<file path="src/rtl/pool2d_engine_pkg.sv">
// Shared types and elaboration helpers for the 2-D pooling engine.
package pool_pkg;

  typedef enum logic {
    POOL_MAX = 1'b0,
    POOL_AVG = 1'b1
  } pool_mode_e;

  typedef enum logic [2:0] {
    IDLE = 3'd0,
    READ = 3'd1,
    WAIT = 3'd2,
    EMIT = 3'd3,
    DONE = 3'd4
  } pool_state_e;

  // Fixed-point reciprocal of the window area, Q16, rounded to nearest.
  function automatic int recip(input int ksize);
    return (65536 + (ksize * ksize) / 2) / (ksize * ksize);
  endfunction

  // Width that holds a signed sum of ksize*ksize samples without overflow.
  function automatic int acc_width(input int datw, input int ksize);
    return datw + $clog2(ksize * ksize);
  endfunction

endpackage

</file>
<file path="src/rtl/pool2d_engine_if.sv">
// RAM read port plus pooled-output stream of the pooling engine.
interface pool2d_engine_if #(
  parameter int DATW  = 16,
  parameter int ADDRW = 32
);
  logic [ADDRW-1:0]       address;
  logic                   rd_en;
  logic signed [DATW-1:0] datain;
  logic signed [DATW-1:0] out_data;
  logic                   out_valid;
  logic                   out_ready;
  logic                   out_last;

  modport master (
    output address, rd_en, out_data, out_valid, out_last,
    input  datain, out_ready
  );

  modport slave (
    input  address, rd_en, out_data, out_valid, out_last,
    output datain, out_ready
  );
endinterface

</file>
<file path="src/rtl/pool2d_engine_window_reduce.sv">
// Window accumulator: signed max or Q16-scaled rounded average; result is combinational
// on the incoming datum so the last sample of a window is included without an extra cycle.
module pool_window_reduce
  import pool_pkg::*;
#(
  parameter int DATW  = 16,
  parameter int KSIZE = 3
) (
  input  logic                   clk,
  input  logic                   rst,
  input  logic                   vld,
  input  logic                   first,
  input  pool_mode_e             mode,
  input  logic signed [DATW-1:0] din,
  output logic signed [DATW-1:0] result
);
  localparam int AW = acc_width(DATW, KSIZE);
  localparam int PW = DATW + 16;
  localparam int RC = recip(KSIZE);

  logic signed [AW-1:0] acc;
  logic signed [AW-1:0] acc_nxt;
  logic signed [AW-1:0] din_x;
  logic signed [PW-1:0] scaled;

  assign din_x = AW'(din);

  always_comb begin
    acc_nxt = acc;
    if (vld) begin
      if (first) begin
        acc_nxt = din_x;
      end else if (mode == POOL_MAX) begin
        acc_nxt = (din_x > acc) ? din_x : acc;
      end else begin
        acc_nxt = acc + din_x;
      end
    end
  end

  // Only bits [16 +: DATW] of the product survive, so PW bits of modular product suffice.
  assign scaled = PW'(acc_nxt) * PW'(RC) + PW'(32768);
  assign result = (mode == POOL_AVG) ? DATW'(scaled >>> 16) : DATW'(acc_nxt);

  always_ff @(posedge clk or posedge rst) begin
    if (rst) begin
      acc <= '0;
    end else begin
      acc <= acc_nxt;
    end
  end
endmodule

</file>
<file path="src/rtl/pool2d_engine.sv">
// Sweeps KSIZE x KSIZE windows at STRIDE over a channel-planar RAM map, one pooled value per window.
// K*K+2 cycles per window; the output holds while out_ready is low and no RAM reads are issued then.
module pool2d_engine
  import pool_pkg::*;
#(
  parameter int DATW     = 16,
  parameter int IN_SIZE  = 111,
  parameter int OUT_SIZE = 55,
  parameter int KSIZE    = 3,
  parameter int STRIDE   = 2,
  parameter int CHANNELS = 1,
  parameter int ADDRW    = 32
) (
  input  logic clk,
  input  logic rst,
  input  logic start,
  input  logic mode,
  output logic busy,
  output logic done,
  pool2d_engine_if.master bus
);
  localparam int KW = (KSIZE > 1) ? $clog2(KSIZE) : 1;
  localparam int OW = (OUT_SIZE > 1) ? $clog2(OUT_SIZE) : 1;
  localparam int CW = (CHANNELS > 1) ? $clog2(CHANNELS) : 1;

  if (KSIZE < 1 || KSIZE > 7) begin : g_bad_ksize
    $error("pool2d_engine: KSIZE must be within 1..7");
  end
  if (STRIDE < 1) begin : g_bad_stride
    $error("pool2d_engine: STRIDE must be at least 1");
  end
  if ((OUT_SIZE - 1) * STRIDE + KSIZE > IN_SIZE) begin : g_bad_geometry
    $error("pool2d_engine: window sweep runs past the input map");
  end

  pool_state_e            state;
  pool_state_e            state_nxt;
  pool_mode_e             mode_q;
  logic [KW-1:0]          kx;
  logic [KW-1:0]          ky;
  logic [OW-1:0]          ox;
  logic [OW-1:0]          oy;
  logic [CW-1:0]          ch;
  logic [ADDRW-1:0]       addr_calc;
  logic [ADDRW-1:0]       addr_q;
  logic                   win_end;
  logic                   last_win;
  logic                   handshake;
  logic                   d_vld;
  logic                   d_first;
  logic signed [DATW-1:0] red_result;

  assign win_end   = (kx == KW'(KSIZE - 1)) && (ky == KW'(KSIZE - 1));
  assign last_win  = (ox == OW'(OUT_SIZE - 1)) && (oy == OW'(OUT_SIZE - 1)) &&
                     (ch == CW'(CHANNELS - 1));
  assign handshake = (state == EMIT) && bus.out_ready;

  always_comb begin
    addr_calc = ADDRW'(ch) * ADDRW'(IN_SIZE * IN_SIZE)
              + (ADDRW'(oy) * ADDRW'(STRIDE) + ADDRW'(ky)) * ADDRW'(IN_SIZE)
              + ADDRW'(ox) * ADDRW'(STRIDE) + ADDRW'(kx);
  end

  // Outside READ the last issued address is held rather than tracking the counters.
  assign bus.address = (state == READ) ? addr_calc : addr_q;

  always_ff @(posedge clk or posedge rst) begin
    if (rst) begin
      state <= IDLE;
    end else begin
      state <= state_nxt;
    end
  end

  always_comb begin
    state_nxt     = state;
    busy          = 1'b0;
    done          = 1'b0;
    bus.rd_en     = 1'b0;
    bus.out_valid = 1'b0;
    case (state)
      IDLE: begin
        if (start) state_nxt = READ;
      end
      READ: begin
        busy      = 1'b1;
        bus.rd_en = 1'b1;
        if (win_end) state_nxt = WAIT;
      end
      WAIT: begin
        busy      = 1'b1;
        state_nxt = EMIT;
      end
      EMIT: begin
        busy          = 1'b1;
        bus.out_valid = 1'b1;
        if (bus.out_ready) state_nxt = bus.out_last ? DONE : READ;
      end
      DONE: begin
        done      = 1'b1;
        state_nxt = IDLE;
      end
      default: state_nxt = IDLE;
    endcase
  end

  always_ff @(posedge clk or posedge rst) begin
    if (rst) begin
      mode_q       <= POOL_MAX;
      kx           <= '0;
      ky           <= '0;
      ox           <= '0;
      oy           <= '0;
      ch           <= '0;
      addr_q       <= '0;
      d_vld        <= 1'b0;
      d_first      <= 1'b0;
      bus.out_data <= '0;
      bus.out_last <= 1'b0;
    end else begin
      // RAM data lags rd_en by one cycle, so the reducer controls are delayed to match.
      d_vld   <= (state == READ);
      d_first <= (state == READ) && (kx == '0) && (ky == '0);
      case (state)
        IDLE: begin
          if (start) mode_q <= pool_mode_e'(mode);
        end
        READ: begin
          addr_q <= addr_calc;
          if (kx == KW'(KSIZE - 1)) begin
            kx <= '0;
            ky <= win_end ? '0 : ky + KW'(1);
          end else begin
            kx <= kx + KW'(1);
          end
        end
        WAIT: begin
          bus.out_data <= red_result;
          bus.out_last <= last_win;
        end
        EMIT: begin
          if (handshake) begin
            bus.out_last <= 1'b0;
            if (ox == OW'(OUT_SIZE - 1)) begin
              ox <= '0;
              if (oy == OW'(OUT_SIZE - 1)) begin
                oy <= '0;
                ch <= (ch == CW'(CHANNELS - 1)) ? '0 : ch + CW'(1);
              end else begin
                oy <= oy + OW'(1);
              end
            end else begin
              ox <= ox + OW'(1);
            end
          end
        end
        default: ;
      endcase
    end
  end

  pool_window_reduce #(
    .DATW  (DATW),
    .KSIZE (KSIZE)
  ) u_reduce (
    .clk    (clk),
    .rst    (rst),
    .vld    (d_vld),
    .first  (d_first),
    .mode   (mode_q),
    .din    (bus.datain),
    .result (red_result)
  );
endmodule

</file>
<file path="src/flat_wrapper.sv">
// flat-port wrapper written by rule: the top's interface ports become plain ports
module pool2d_engine_flat import pool_pkg::*;
#(
  parameter int DATW     = 16,
  parameter int IN_SIZE  = 111,
  parameter int OUT_SIZE = 55,
  parameter int KSIZE    = 3,
  parameter int STRIDE   = 2,
  parameter int CHANNELS = 1,
  parameter int ADDRW    = 32
)
  (clk, rst, start, mode, busy, done, bus_address, bus_rd_en, bus_out_data, bus_out_valid, bus_out_last, bus_datain, bus_out_ready);
  pool2d_engine_if #(.DATW(DATW), .ADDRW(ADDRW)) bus_i ();
  input  logic clk;
  input  logic rst;
  input  logic start;
  input  logic mode;
  output logic busy;
  output logic done;
  output wire logic [$bits(bus_i.address)-1:0] bus_address;
  output wire logic [$bits(bus_i.rd_en)-1:0] bus_rd_en;
  output wire logic [$bits(bus_i.out_data)-1:0] bus_out_data;
  output wire logic [$bits(bus_i.out_valid)-1:0] bus_out_valid;
  output wire logic [$bits(bus_i.out_last)-1:0] bus_out_last;
  input wire logic [$bits(bus_i.datain)-1:0] bus_datain;
  input wire logic [$bits(bus_i.out_ready)-1:0] bus_out_ready;
  assign bus_address = bus_i.address;
  assign bus_rd_en = bus_i.rd_en;
  assign bus_out_data = bus_i.out_data;
  assign bus_out_valid = bus_i.out_valid;
  assign bus_out_last = bus_i.out_last;
  assign bus_i.datain = bus_datain;
  assign bus_i.out_ready = bus_out_ready;
  pool2d_engine #(.DATW(DATW), .IN_SIZE(IN_SIZE), .OUT_SIZE(OUT_SIZE), .KSIZE(KSIZE), .STRIDE(STRIDE), .CHANNELS(CHANNELS), .ADDRW(ADDRW)) u_core (.clk(clk), .rst(rst), .start(start), .mode(mode), .busy(busy), .done(done), .bus(bus_i));
endmodule
</file>
<file path="config.mk">
export PLATFORM = sky130hd
export DESIGN_NAME = pool2d_engine_flat
export DESIGN_NICKNAME = d
export VERILOG_FILES = /design/src/rtl/pool2d_engine_pkg.sv /design/src/rtl/pool2d_engine_if.sv /design/src/rtl/pool2d_engine_window_reduce.sv /design/src/rtl/pool2d_engine.sv /design/src/flat_wrapper.sv
export SDC_FILE = /design/constraint.sdc
export NUM_CORES = 1
export LEC_CHECK = 0
export CELL_PAD_IN_SITES_DETAIL_PLACEMENT = 0
export CELL_PAD_IN_SITES_GLOBAL_PLACEMENT = 1
export CORE_ASPECT_RATIO = 1.75
export CORE_UTILIZATION = 45
export CTS_CLUSTER_DIAMETER = 200
export DETAILED_ROUTE_END_ITERATION = 10
export DONT_BUFFER_PORTS = 1
export PLACE_DENSITY_LB_ADDON = 0.1
export SKIP_CTS_REPAIR_TIMING = 1
export SKIP_LAST_GASP = 1
export SYNTH_ARGS = -nofsm -noshare
export SYNTH_HDL_FRONTEND = slang
export SYNTH_SLANG_ARGS = --single-unit
</file>
<file path="constraint.sdc">
create_clock -name clk -period 10.55 [get_ports clk]
set_input_delay 0.5275 -clock clk [delete_from_list [all_inputs] [get_ports clk]]
set_output_delay 0.5275 -clock clk [all_outputs]
set_load 0.02 [all_outputs]
</file>
==> results_dict.tcl <==
set metrics [dict create \
    status "finished, final reports clean" \
    cts_max_level 3 \
    pin_count 74 \
    critPathBufInv 5 \
    place_congestion 0.880 \
    finalSetupTns_ns 0 \
    clk_pin_slew_worst_paths_ns 0.08 \
    syn-num-nets 1683 \
    seqCellArea_sq_mm 0.00228 \
    critPathLaunchType "flip-flop" \
    postRouteAntennaNets 0 \
    dr.first_iter.drc_count 313 \
    hold_path.class "primary input to async pin" \
    track_usage_pct 25.3 \
    wl_per_cell_um 19.3 \
    route.vias.total 9155 \
    finalMaxSlewViolations 0 \
    async_flop_share_pct 100 \
    syn_area_per_cell_sq_um 8.88 \
    clk_latency_ns 0.38 \
    area_growth_pct 5.81 \
    layout_min_cycle_time_ns 9.96 \
    vias_per_cell 5.44 \
    num-fill-cells 2654 \
    coreArea_sq_mm 0.0265 \
    routed_wl_mm 32.5 \
    fmax_mhz 100 \
    max_stage_delay_ns 0.72 \
    core.rowCount 79 \
    fin_crit_sh_pct 94.4 \
    synthXorXnorAreaFrac_pct 5.58 \
    synth_cells 1362 \
    synth_edf_count 0 \
    crit_path_frequent_cell "inv_1" \
    setup_slack_ns 0.594 \
    cp_max_fo 11 \
    layout_commonest_cell "inv_1" \
    placed_area_sq_mm 0.0125 \
    crit_type "flip-flop to flip-flop" \
    postLayoutCellArea_sq_mm 0.0128 \
    maxCapViolCount 0 \
    cp.arrival_ns 10.22 \
    synthesis.area_sq_mm 0.0121 \
    finalHoldViolCount 0 \
    dp_slack_ns 0.446 \
    drive_gt1_share_pct 4.34 \
    rsz0062_at_grt "false" \
    holdWs_ns 0.146 \
    synthMuxAreaShare_pct 1.54 \
    ys_warn_count 0 \
    cp_slowest_cell "a21oi_1" \
    grt_pass1_vias 9766 \
    synthAdderAreaFrac_pct 37.9 \
    multi_input_area_sq_mm 0.00871 \
    drt_pass1_iterations 4 \
    setup_viol_count_final 0 \
    hpwl_mm 27.2 \
    start_util_pct 45.7 \
    antenna_cells 0 \
    die_w_um 126 \
    max-clock-path-buffers 2 \
    synth_compound_area_share_pct 14.7 \
    portBuffers 0 \
    grt_pass1_wl_mm 52.4 \
    layout_common_cells "254 x inv_1, 190 x ha_1, 110 x nand2_1, 110 x fa_1, 91 x dfrtp_1" \
    tightest_slew_ns 1.33 \
    die-area_sq_mm 0.0276 \
    layout.nets 1675 \
    worstPathRequired_ns 10.82 \
    ys_seq_area_share_pct 18.8 \
    slew_headroom_pct 10.4 \
    cts_tree "yes" \
    crit_family "adder cells" \
    cp-end-kind "flip-flop" \
    clock_skew_ns 0.00824 \
    post-route-drc-count 0 \
    chipHeight_um 219 \
    yosysUniqueCellTypes 74 \
    synth_top_family_by_area "adder cells" \
    grt-ovfl-total 0 \
    cts.sinks 91 \
    grt_max_degree 51 \
    root_buffer "clkbuf_16" \
    ys_ff_latch 91 \
    yosys.area_share.simple_pct 12.2 \
    antenna_found_initial 0 \
    numCtsBuffers 9 \
    synthFlopType "dfrtp_1" \
]
==> synthesized netlist by cell type (all sizes together), types with 4 or more instances <==
library cell	number	area, sq um
buf	4	18.8
a31oi	8	56.3
and2	22	140
nand3	18	90.1
or2	5	31.3
o21ai	87	435
a21o	18	135
xnor2	53	464
clkbuf	34	128
o22ai	16	100
nand4	9	62.6
a311oi	4	52.6
o211ai	6	45.0
o22a	5	43.8
and3	13	82.6
nor4	7	43.8
nor2b	14	87.6
nand2	110	413
nand2b	12	75.1
ha	190	2380
a21oi	60	300
mux2i	13	130
a211oi	5	37.5
nor3	16	80.1
inv	257	965
dfrtp	91	2280
o21bai	7	52.6
a221oi	6	65.1
mux2	5	56.3
fa	110	2200
o31ai	9	67.6
o21a	7	52.6
nor2	68	255
xor2	24	210
a2111oi	4	72.6
a211o	6	52.6
==> path summary, 6_finish.rpt <==
path / start / end / slack (ns) / depth (start not counted)
max: u_core.u_reduce.acc[17] / u_core.bus.out_data[15] / 0.59 / 36
min: rst / u_core.addr_q[27] / 0.15 / 1
max reg2reg: u_core.u_reduce.acc[17] / u_core.bus.out_data[15] / 0.59 / 36
min reg2reg: u_core.oy[5] / u_core.oy[5] / 0.54 / 1
max in group asynchronous: rst / u_core.bus.out_data[1] / 9.34 / 2
min in group clk: mode / u_core.mode_q / 0.27 / 2
==> cells by family (layout without fill, tap and decap cells) <==
logic type      after synthesis  after routing
simple gates                308            308
fa+ha+maj                   300            300
buf+inv                     297            294
compound gates              271            271
flops                        91             91
xor+xnor                     77             77
mux                          18             18
==> metal layers <==
layer	wire length (um)	share of wire [%]	vias to the layer above	GRT usage, %
li1	-	-	4499	-
met5	0	0	-	0
met3	888	2.7	83	3.56
met2	18700	57	152	51.0
met4	1810	5.6	0	14.9
met1	11200	34	4421	23.7
==> final cells by class <==
cell class / count / area share [%]
Multi-Input combinational cell: 974 / 68.1
Timing Repair Buffer: 19 / 1.11
Inverter: 259 / 7.62
Sequential cell: 91 / 17.8
Clock inverter: 6 / 0.440
Tap cell: 324 / 3.17
Clock buffer: 10 / 1.79
==> stage by stage <==
| step | cells | util, % |
|---|---|---|
| after CTS | 1683 | 48.3 |
| final | 1683 | 48.3 |
| after global placement | 1667 | 47.2 |
| after floorplan | 1362 | - |
| after global routing | 1683 | 48.3 |
| after detailed placement | 1667 | 47.2 |
==> sequential cells by signal, indices dropped and copies added, names as in the netlist <==
register and count:
u_core.oy 6, u_core.bus.out_last 1, u_core.ox 6, u_core.state 3, u_core.addr_q 32, u_core.d_first 1, u_core.mode_q 1, u_core.d_vld 1
u_core.u_reduce.acc 20, u_core.bus.out_data 16, u_core.ky 2, u_core.kx 2
Power is not shown: default switching activity piles up to over one toggle a cycle in this logic, so the estimate is an artifact.
